$ cat src/rtl/spi_pix_pkg.sv
// Shared types and constants for the SPI pixel deserializer: output FSM
// encoding, pixel/word widths and the default frame size.
package spi_pix_pkg;

    localparam int PIX_W                 = 8;
    localparam int WORD_W                = 9;
    localparam int CNT_W                 = 11;
    localparam int PIX_PER_FRAME_DEFAULT = 1200;

    typedef enum logic [3:0] {
        ST_IDLE  = 4'b0001,
        ST_SETUP = 4'b0010,
        ST_HIGH  = 4'b0100,
        ST_LOW   = 4'b1000
    } out_state_t;

endpackage

$ cat src/rtl/spi_sync.sv
// Multi-flop synchronizer for one asynchronous input, cleared to 0 on reset.
module spi_sync #(
    parameter int STAGES = 2
) (
    input  logic CLK,
    input  logic reset,
    input  logic din,
    output logic dout
);

    logic [STAGES-1:0] sync_q;

    // NOTE: sequential state always uses non-blocking assignments so every flop samples pre-edge values.
    always_ff @(posedge CLK or posedge reset) begin
        if (reset) sync_q <= '0;
        else       sync_q <= {sync_q[STAGES-2:0], din};
    end

    assign dout = sync_q[STAGES-1];

endmodule

$ cat src/rtl/spi_pixel_deser.sv
// SPI (mode 0, MSB first) to pixel-strobe front end: assembles bytes per
// cs_n-framed frame, tags the first pixel, and emits Data with a slow clk_SPI.
module spi_pixel_deser
    import spi_pix_pkg::*;
#(
    parameter int PIX_PER_FRAME = PIX_PER_FRAME_DEFAULT,
    parameter int STROBE_HIGH   = 2,
    parameter int SYNC_STAGES   = 2
) (
    input  logic              CLK,
    input  logic              reset,
    input  logic              sclk,
    input  logic              mosi,
    input  logic              cs_n,
    input  logic              clr_flags,
    output logic [WORD_W-1:0] Data,
    output logic              clk_SPI,
    output logic [CNT_W-1:0]  pixel_count,
    output logic              frame_short,
    output logic              frame_long,
    output logic              overflow
);

    localparam int               TMR_W      = (STROBE_HIGH > 1) ? $clog2(STROBE_HIGH) : 1;
    localparam logic [TMR_W-1:0] TMR_LAST   = TMR_W'(STROBE_HIGH - 1);
    localparam logic [CNT_W-1:0] PIX_LIMIT  = CNT_W'(PIX_PER_FRAME);

    logic sclk_s, mosi_s, cs_n_s, sclk_d, cs_n_d;
    logic sclk_rise, cs_fall, cs_rise, bit_evt, byte_evt;
    logic frame_active, sof_pending, frame_full;
    logic [2:0]            bit_cnt;
    logic [PIX_W-2:0]      shift_q;
    logic [CNT_W-1:0]      acc_cnt, acc_after;
    logic [WORD_W-1:0]     byte_word, hold_word, load_word;
    logic hold_full, hold_busy, accept, pix_avail, load;
    out_state_t            state, state_next;
    logic [TMR_W-1:0]      tmr;
    logic                  tmr_last, clk_SPI_next;

    spi_sync #(.STAGES(SYNC_STAGES)) u_sync_sclk (.CLK(CLK), .reset(reset), .din(sclk), .dout(sclk_s));
    spi_sync #(.STAGES(SYNC_STAGES)) u_sync_mosi (.CLK(CLK), .reset(reset), .din(mosi), .dout(mosi_s));
    spi_sync #(.STAGES(SYNC_STAGES)) u_sync_cs_n (.CLK(CLK), .reset(reset), .din(cs_n), .dout(cs_n_s));

    always_ff @(posedge CLK or posedge reset) begin
        if (reset) begin
            sclk_d <= 1'b0;
            cs_n_d <= 1'b0;
        end else begin
            sclk_d <= sclk_s;
            cs_n_d <= cs_n_s;
        end
    end

    // Only a real cs_n fall opens a frame, so traffic already in flight at reset release is ignored.
    assign sclk_rise = sclk_s & ~sclk_d;
    assign cs_fall   = cs_n_d & ~cs_n_s;
    assign cs_rise   = ~cs_n_d & cs_n_s;
    assign bit_evt   = frame_active & sclk_rise;
    assign byte_evt  = bit_evt & (bit_cnt == 3'd7);
    assign byte_word = {sof_pending, shift_q, mosi_s};

    assign frame_full = (acc_cnt >= PIX_LIMIT);
    assign pix_avail  = hold_full | (byte_evt & ~frame_full);
    assign hold_busy  = hold_full & ~load;
    assign accept     = byte_evt & ~frame_full & ~hold_busy;
    assign load_word  = hold_full ? hold_word : byte_word;
    assign acc_after  = acc_cnt + {{(CNT_W-1){1'b0}}, accept};
    assign tmr_last   = (tmr == TMR_LAST);

    always_ff @(posedge CLK or posedge reset) begin
        if (reset) begin
            frame_active <= 1'b0;
            sof_pending  <= 1'b0;
            bit_cnt      <= '0;
            shift_q      <= '0;
            acc_cnt      <= '0;
        end else begin
            if (cs_fall)      frame_active <= 1'b1;
            else if (cs_rise) frame_active <= 1'b0;

            if (cs_fall)       sof_pending <= 1'b1;
            else if (byte_evt) sof_pending <= 1'b0;

            if (cs_fall || cs_rise) bit_cnt <= '0;
            else if (bit_evt)       bit_cnt <= bit_cnt + 3'd1;

            if (bit_evt) shift_q <= {shift_q[PIX_W-3:0], mosi_s};

            if (cs_fall)     acc_cnt <= '0;
            else if (accept) acc_cnt <= acc_cnt + 1'b1;
        end
    end

    // NOTE: every output of a combinational block gets a default first, so no path can infer a latch.
    always_comb begin
        state_next = state;
        load       = 1'b0;
        unique case (state)
            ST_IDLE: begin
                if (pix_avail) begin
                    load       = 1'b1;
                    state_next = ST_SETUP;
                end
            end
            ST_SETUP: state_next = ST_HIGH;
            ST_HIGH:  if (tmr_last) state_next = ST_LOW;
            ST_LOW: begin
                if (tmr_last) begin
                    if (pix_avail) begin
                        load       = 1'b1;
                        state_next = ST_SETUP;
                    end else begin
                        state_next = ST_IDLE;
                    end
                end
            end
            default: state_next = ST_IDLE;
        endcase
        clk_SPI_next = (state_next == ST_HIGH);
    end

    always_ff @(posedge CLK or posedge reset) begin
        if (reset) begin
            state   <= ST_IDLE;
            tmr     <= '0;
            clk_SPI <= 1'b0;
        end else begin
            state   <= state_next;
            clk_SPI <= clk_SPI_next;
            if (state_next != state) tmr <= '0;
            else                     tmr <= tmr + 1'b1;
        end
    end

    // A byte arriving while the held one is handed to Data in the same cycle still finds room.
    always_ff @(posedge CLK or posedge reset) begin
        if (reset) begin
            hold_full   <= 1'b0;
            hold_word   <= '0;
            Data        <= '0;
            pixel_count <= '0;
            frame_short <= 1'b0;
            frame_long  <= 1'b0;
            overflow    <= 1'b0;
        end else begin
            if (accept && (hold_full || !load)) begin
                hold_word <= byte_word;
                hold_full <= 1'b1;
            end else if (load) begin
                hold_full <= 1'b0;
            end

            if (load) Data <= load_word;

            if (cs_fall)                pixel_count <= '0;
            else if (state == ST_SETUP) pixel_count <= pixel_count + 1'b1;

            frame_short <= (frame_active & cs_rise & (acc_after < PIX_LIMIT)) | (frame_short & ~clr_flags);
            frame_long  <= (byte_evt & frame_full) | (frame_long & ~clr_flags);
            overflow    <= (byte_evt & ~frame_full & hold_busy) | (overflow & ~clr_flags);
        end
    end

endmodule
$ cat config.mk
export PLATFORM = sky130hd
export DESIGN_NAME = spi_pixel_deser
export DESIGN_NICKNAME = d
export VERILOG_FILES = /design/src/rtl/spi_pix_pkg.sv /design/src/rtl/spi_sync.sv /design/src/rtl/spi_pixel_deser.sv
export SDC_FILE = /design/constraint.sdc
export NUM_CORES = 1
export LEC_CHECK = 0
export BUFFER_PORTS_ARGS = -buffer_cell sky130_fd_sc_hd__buf_4
export CAP_MARGIN = 20
export CORE_MARGIN = 10
export CORE_UTILIZATION = 50
export DETAILED_ROUTE_END_ITERATION = 8
export PLACE_DENSITY = 0.76
export SLEW_MARGIN = 20
export SYNTH_ARGS = -nofsm -noshare
export SYNTH_HDL_FRONTEND = slang
export SYNTH_SLANG_ARGS = --single-unit
$ cat constraint.sdc
create_clock -name CLK -period 2.3 [get_ports CLK]
set_input_delay 0.46 -clock CLK [delete_from_list [all_inputs] [get_ports CLK]]
set_output_delay 0.46 -clock CLK [all_outputs]
set_load 0.005 [all_outputs]
### Word level (Yosys, flattened, before mapping)

Cells that the tools add are included.

| cells by class | value |
|---|---|
| magnitude comparators | 2 |
| reductions and logical operators | 10 |
| multiply operators | 0 |
| div/mod/pow operators | 0 |
| shift operators | 0 |
| bitwise logic cells | 26 |
| eq/ne operators | 7 |
| muxes and demuxes | 22 |
| add/subtract/negate cells | 5 |

Operators by type and width:

| kind | number |
|---|---|
| $mux 11 | 4 |
| $add 11x1->11 const B | 2 |
| $pmux 4 s4 | 1 |
| $and 1x1->1 | 15 |
| $mux 4 | 3 |
| $reduce_bool 2->1 | 6 |
| $add 11x1->11 | 1 |
| $ge 11x11->1 const B | 1 |
| $lt 11x11->1 const B | 1 |
| $mux 1 | 9 |
| $mux 9 | 1 |
| $eq 4x3->1 const B | 2 |
| $not 1->1 | 7 |
| $mux 3 | 2 |
| $eq 4x1->1 const B | 1 |
| $eq 4x2->1 const B | 1 |
| $eq 4x4->1 const B | 1 |
| $ne 4x4->1 | 1 |
| $or 1x1->1 | 4 |
| $add 3x1->3 const B | 1 |
| $eq 3x3->1 const B | 1 |
| $logic_or 1x1->1 | 2 |
| $mux 2 | 1 |
| $pmux 1 s2 | 1 |
| 3 further kinds | 3 |

| word-level totals | value |
|---|---|
| memories | 0 |
| bits in writable memories | 0 |
| bits in read-only memories | 0 |
| output and inout port bits | 24 |
| bits in registers | 70 |
| latch bits | 0 |
| input port bits | 6 |
| word-level logic and storage cells | 92 |

### Longest topological paths before layout

| logic depth | value |
|---|---|
| depth after elaboration | 17 |
| depth in mapped cells | 6 |
| mapped depth without buffers | 6 |

### Hierarchy

A second synthesis with hierarchy kept.

| unflattened totals | value |
|---|---|
| cell total of the unflattened synthesis | 296 |
| area total of the unflattened synthesis | 3201.8 um^2 |

Modules (own cells, without submodules):

| module | cells an instance | area an instance (um^2) | instances | sequential area each (um^2) |
|---|---|---|---|---|
| spi_pixel_deser | 287 | 3040.4 | 1 | 1602.8 |
| spi_sync | 3 | 53.8 | 3 | 50.0 |

### Worst setup path before layout

No wires, ideal clock.

| timing | value |
|---|---|
| path kind | register to register |
| start | register state[2] |
| end | register hold_word[0] |
| arrival time | 2.030 ns |
| setup slack | 0.145 ns |
| library setup time | 0.125 ns |
| required time | 2.175 ns |
| stages on the path, launching flop included | 7 |
| clock period less this slack | 2.155 ns |
| buffers on the path | 2 |
| cell sequence | dfrtp_1 clkbuf_1 or4b_1 o211ai_2 and3_1 buf_2 mux2_2 |

| between the ends | value |
|---|---|
| cells in the longest elaborated chain, start to end | 7 |
| elaborated cells between the ends (all ways) | 10 |

Ends and longest elaborated chain:

| what | line | RTL |
|---|---|---|
| start: declaration | spi_pixel_deser.sv:36 | `out_state_t state, state_next;` |
| start signal: assignment | spi_pixel_deser.sv:128 | `state <= state_next;` |
| $eq 4x4->1 / $eq 4x1->1 (equally long branches) | spi_pixel_deser.sv:98 | `unique case (state)` |
| $pmux 1 s2 (*) | spi_pixel_deser.sv:98 |  |
| $not 1->1 | spi_pixel_deser.sv:64 | `assign hold_busy = hold_full & ~load;` |
| $and 1x1->1 | spi_pixel_deser.sv:64 |  |
| $not 1->1 | spi_pixel_deser.sv:65 | `assign accept = byte_evt & ~frame_full & ~hold_busy;` |
| $and 1x1->1 | spi_pixel_deser.sv:65 |  |
| $logic_and 1x1->1 (*) | spi_pixel_deser.sv:146 | `if (accept && (hold_full \|\| !load)) begin` |
| end signal: assignment | spi_pixel_deser.sv:147 | `hold_word <= byte_word;` |
| end: declaration | spi_pixel_deser.sv:34 | `logic [WORD_W-1:0] byte_word, hold_word, load_word;` |

Mark *: on every way between the ends. The rest lies on a longest branch, timed or not.
A chain may end at the register's enable or synchronous reset.

### Final worst setup path

| timing | value |
|---|---|
| start | register state[1] |
| end | register acc_cnt[8] |

| between the ends | value |
|---|---|
| cells in the longest elaborated chain, start to end | 7 |
| elaborated cells between the ends (all ways) | 8 |

Ends and longest elaborated chain:

| what | line | RTL |
|---|---|---|
| $eq 4x4->1 / $eq 4x1->1 (equally long branches) | spi_pixel_deser.sv:98 |  |
| $pmux 1 s2 (*) | spi_pixel_deser.sv:98 |  |
| $not 1->1 (*) | spi_pixel_deser.sv:64 |  |
| $and 1x1->1 (*) | spi_pixel_deser.sv:64 |  |
| $not 1->1 (*) | spi_pixel_deser.sv:65 |  |
| $and 1x1->1 (*) | spi_pixel_deser.sv:65 |  |
| $reduce_bool 2->1 (no line) (*) | - |  |
| end signal: assignment | spi_pixel_deser.sv:90 | `else if (accept) acc_cnt <= acc_cnt + 1'b1;` |
| end: declaration | spi_pixel_deser.sv:33 | `logic [CNT_W-1:0] acc_cnt, acc_after;` |

Marks and branches as above.

==> impl_metrics.json <==
{
  "outcome": "completed",
  "syn_nets": 309,
  "grt_max_degree": 71,
  "vias_per_cell": 5.67,
  "finalHoldViolCount": 0,
  "wl_met2_um": 3230,
  "postSynthRegisterBits": 70,
  "p_clk_share_pct": 43.7,
  "nFillCells": 495,
  "synth_edf_count": 0,
  "wl_met1_um": 2960,
  "setup_viol": 0,
  "die_x_um": 101,
  "first_iter_violations": 91,
  "syn-instance-count": 296,
  "cp.required_ps": 2530,
  "ir_worst_vdd_uv": 663,
  "syn_area_mm2": 0.00326,
  "startpoint_type": "flop",
  "vias": 2376,
  "layout.nets": 350,
  "fin_crit_ps": 2230,
  "gp_congestion": 0.842,
  "synthTopCellsByArea": "dfrtp_1 (53%), mux2_2 (10%), nand2_1 (4.1%)",
  "p_leak_uw": 0.00184,
  "period_share_pct": 97.0,
  "synth_area_per_cell_um2": 11.0,
  "slew_viol_final": 0,
  "drt-pass1-iter-count": 4,
  "cts_tree": "yes",
  "fmaxAchievable_mhz": 448,
  "dpl_cell_area_mm2": 0.00365,
  "ys_async_sr_fraction_pct": 100,
  "finalClockSkew_ps": 6.73,
  "worst_hold_path_type": "in2async",
  "cp_max_fo": 15,
  "clock_path_buffers": 2,
  "numCtsBuffers": 9,
  "rsz0062_at_grt": "no",
  "io_pins": 30,
  "arrival_ps": 2460,
  "ys.flop_type": "dfrtp_1",
  "pwr-share-seq_pct": 50.9,
  "die_y_um": 101,
  "coreArea_mm2": 0.00635,
  "wire_per_inst_um": 15.7,
  "die-area_mm2": 0.0102,
  "power_density_mw_per_mm2": 666,
  "syn_to_final_growth_pct": 18.9,
  "grt_pass1_vias": 2433,
  "grt_use_total_pct": 13.9,
  "grt_pass1_wl_um": 11300,
  "r2r-start": "state[1]",
  "worstMarginPinSlew_ps": 453,
  "final_cell_area_mm2": 0.00388,
  "htreeDepth": 3,
  "cp-end-kind": "flop",
  "switching_share_pct": 23.1,
  "reg2reg_depth": 4,
  "yosys.area.top_type": "dfrtp_1",
  "synth_top_area_share_pct": 52.9,
  "antenna_found_initial": 0,
  "start_util_pct": 51.4,
  "top_layer_used": "met4",
  "gr-total-overflow": 0,
  "cap_violations": 0,
  "synth-seq-area-share_pct": 53.7,
  "synthDistinctLibCells": 48,
  "ant_nets": 0,
  "antenna_cells": 0,
  "ff2ff_setup_slack_ps": 70,
  "combPwrFrac_pct": 5.3,
  "remaining_drc_errors": 0,
  "root_buffer": "clkbuf_8",
  "cts_hold_buf": 0,
  "dp_hpwl_um": 4520,
  "portBuffers": 29,
  "internal_power_uw": 1980,
  "clk_latency_ps": 350,
  "setup_tns_ps": 0,
  "wl_um": 6580,
  "drive_gt1_share_pct": 28.9,
  "slew_headroom_pct": 69.7,
  "clkTransAtPathRegs_ps": 80,
  "cts_num_sinks": 70,
  "met3WireLength_um": 292,
  "ys_warn_count": 0,
  "rows": 29,
  "worst-setup-path-type": "reg2reg",
  "reg2reg_to": "acc_cnt[8]",
  "p_sw_uw": 596
}
==> state kept, by name (all words and copies together), names as in the netlist, 2 cells and up <==
register / flops
acc_cnt: 11
pixel_count: 11
Data: 9
hold_word: 9
shift_q: 7
state: 4
bit_cnt: 3
u_sync_cs_n.sync_q: 2
u_sync_mosi.sync_q: 2
u_sync_sclk.sync_q: 2
==> per-layer routing <==
layer / track usage [%] / vias to the layer above
met2: 22.9 / 52
met3: 4.87 / 11
met5: 0 / -
met1: 16.1 / 1182
li1: - / 1131
met4: 5.33 / 0
==> stage by stage <==
stage / total power [µW] / cells / util (%) / worst slack (ps) / hold WS (ps)
after global placement: 1470 / 403 / 57.4 / 184 / 332
after floorplan: 1430 / 296 / - / 73.4 / 331
final: 2580 / 419 / 61.1 / 68.2 / 168
after detailed placement: 1480 / 403 / 57.4 / 21.9 / 335
after global routing: 2680 / 419 / 61.1 / 30.8 / 185
after CTS: 2610 / 419 / 61.1 / 10.7 / 190
==> power groups by stage <==
| stage | logic (µW) | registers, µW | clock network [µW] |
|---|---|---|---|
| 6_report | 137 | 1310 | 1130 |
| 5_1_grt | 157 | 1320 | 1200 |
| 4_1_cts | 141 | 1310 | 1160 |
| 3_5_place_dp | 141 | 1340 | 0 |
| 3_3_place_gp | 136 | 1340 | 0 |
| 2_1_floorplan | 98.7 | 1330 | 0 |
==> Yosys cell counts, drive strengths merged, types with 2 or more instances <==
cell type and count:
nand4 6, nor2b 4, buf 6, nand3 9, nand2 36, o31ai 5
a41oi 2, a21boi 2, mux2 30, xor2 6, and4 2, nor3 8
and3 5, nor4 2, inv 12, or4b 2, or4 4, or3 3
dfrtp 69, clkbuf 8, a21oi 13, a2111oi 2, o22ai 2, nor2 18
and3b 2, ha 7, o21ai 9, and2 3, xnor2 3
==> cells by family after synthesis <==
kind of cell,after synthesis,synth area share [%]
adders and majority gates,7,2.68
xor gates and xnor gates,9,2.42
muxes,31,10.7
DFF,70,53.7
and+or+nand+nor,108,16.8
AOI/OAI and AO/OA,45,10.5
buffers and inverters,26,3.22
==> worst max path at each step <==
stage,slack [ps],endpoint,depth (start not counted),from
finish,70,acc_cnt[8],4,state[1]
global route,30,acc_cnt[8],4,state[1]
CTS,10,acc_cnt[8],4,state[1]
detailed placement,20,acc_cnt[8],4,state[0]
global placement,180,acc_cnt[8],4,state[0]
floorplan,70,Data[0],1,reset
==> layout make-up <==
class                      count  area, µm²  share of cell area (%)
inverter                      12       45.0                    1.16
multi-input combinational    200       1410                    36.4
tap                           77       96.3                    2.48
clock inverter                 6       92.6                    2.39
clock buffer                  10        138                    3.55
sequential                    70       1750                    45.2
timing repair buffer          44        343                    8.84
==> worst max-delay path: stages (launching register included) <==
cell and delay [ps]:
dfrtp_1 410, or4b_1 580, o211a_2 370, nor4_1 370
mux2_2 380
==> cells in the final DEF, fill, tap and decap left out, types with 4 or more instances in the layout <==
cell / instances
or4_1: 4
o21ai_0: 8
ha_1: 7
a21oi_1: 12
mux2_2: 30
buf_4: 43
nor2b_1: 4
inv_1: 11
and3_1: 5
nand2_1: 36
nand4_1: 6
clkbuf_8: 10
xor2_1: 6
o31ai_1: 5
nand3_1: 9
nor3_1: 8
dfrtp_1: 69
nor2_1: 18
==> what timing repair did <==
item	CTS	global route
endpoints found under the setup margin	0	1
setup buffers	0	0
resized for setup	0	1
endpoints found under the hold margin	0	0
Power figures use the tool's default switching activity.
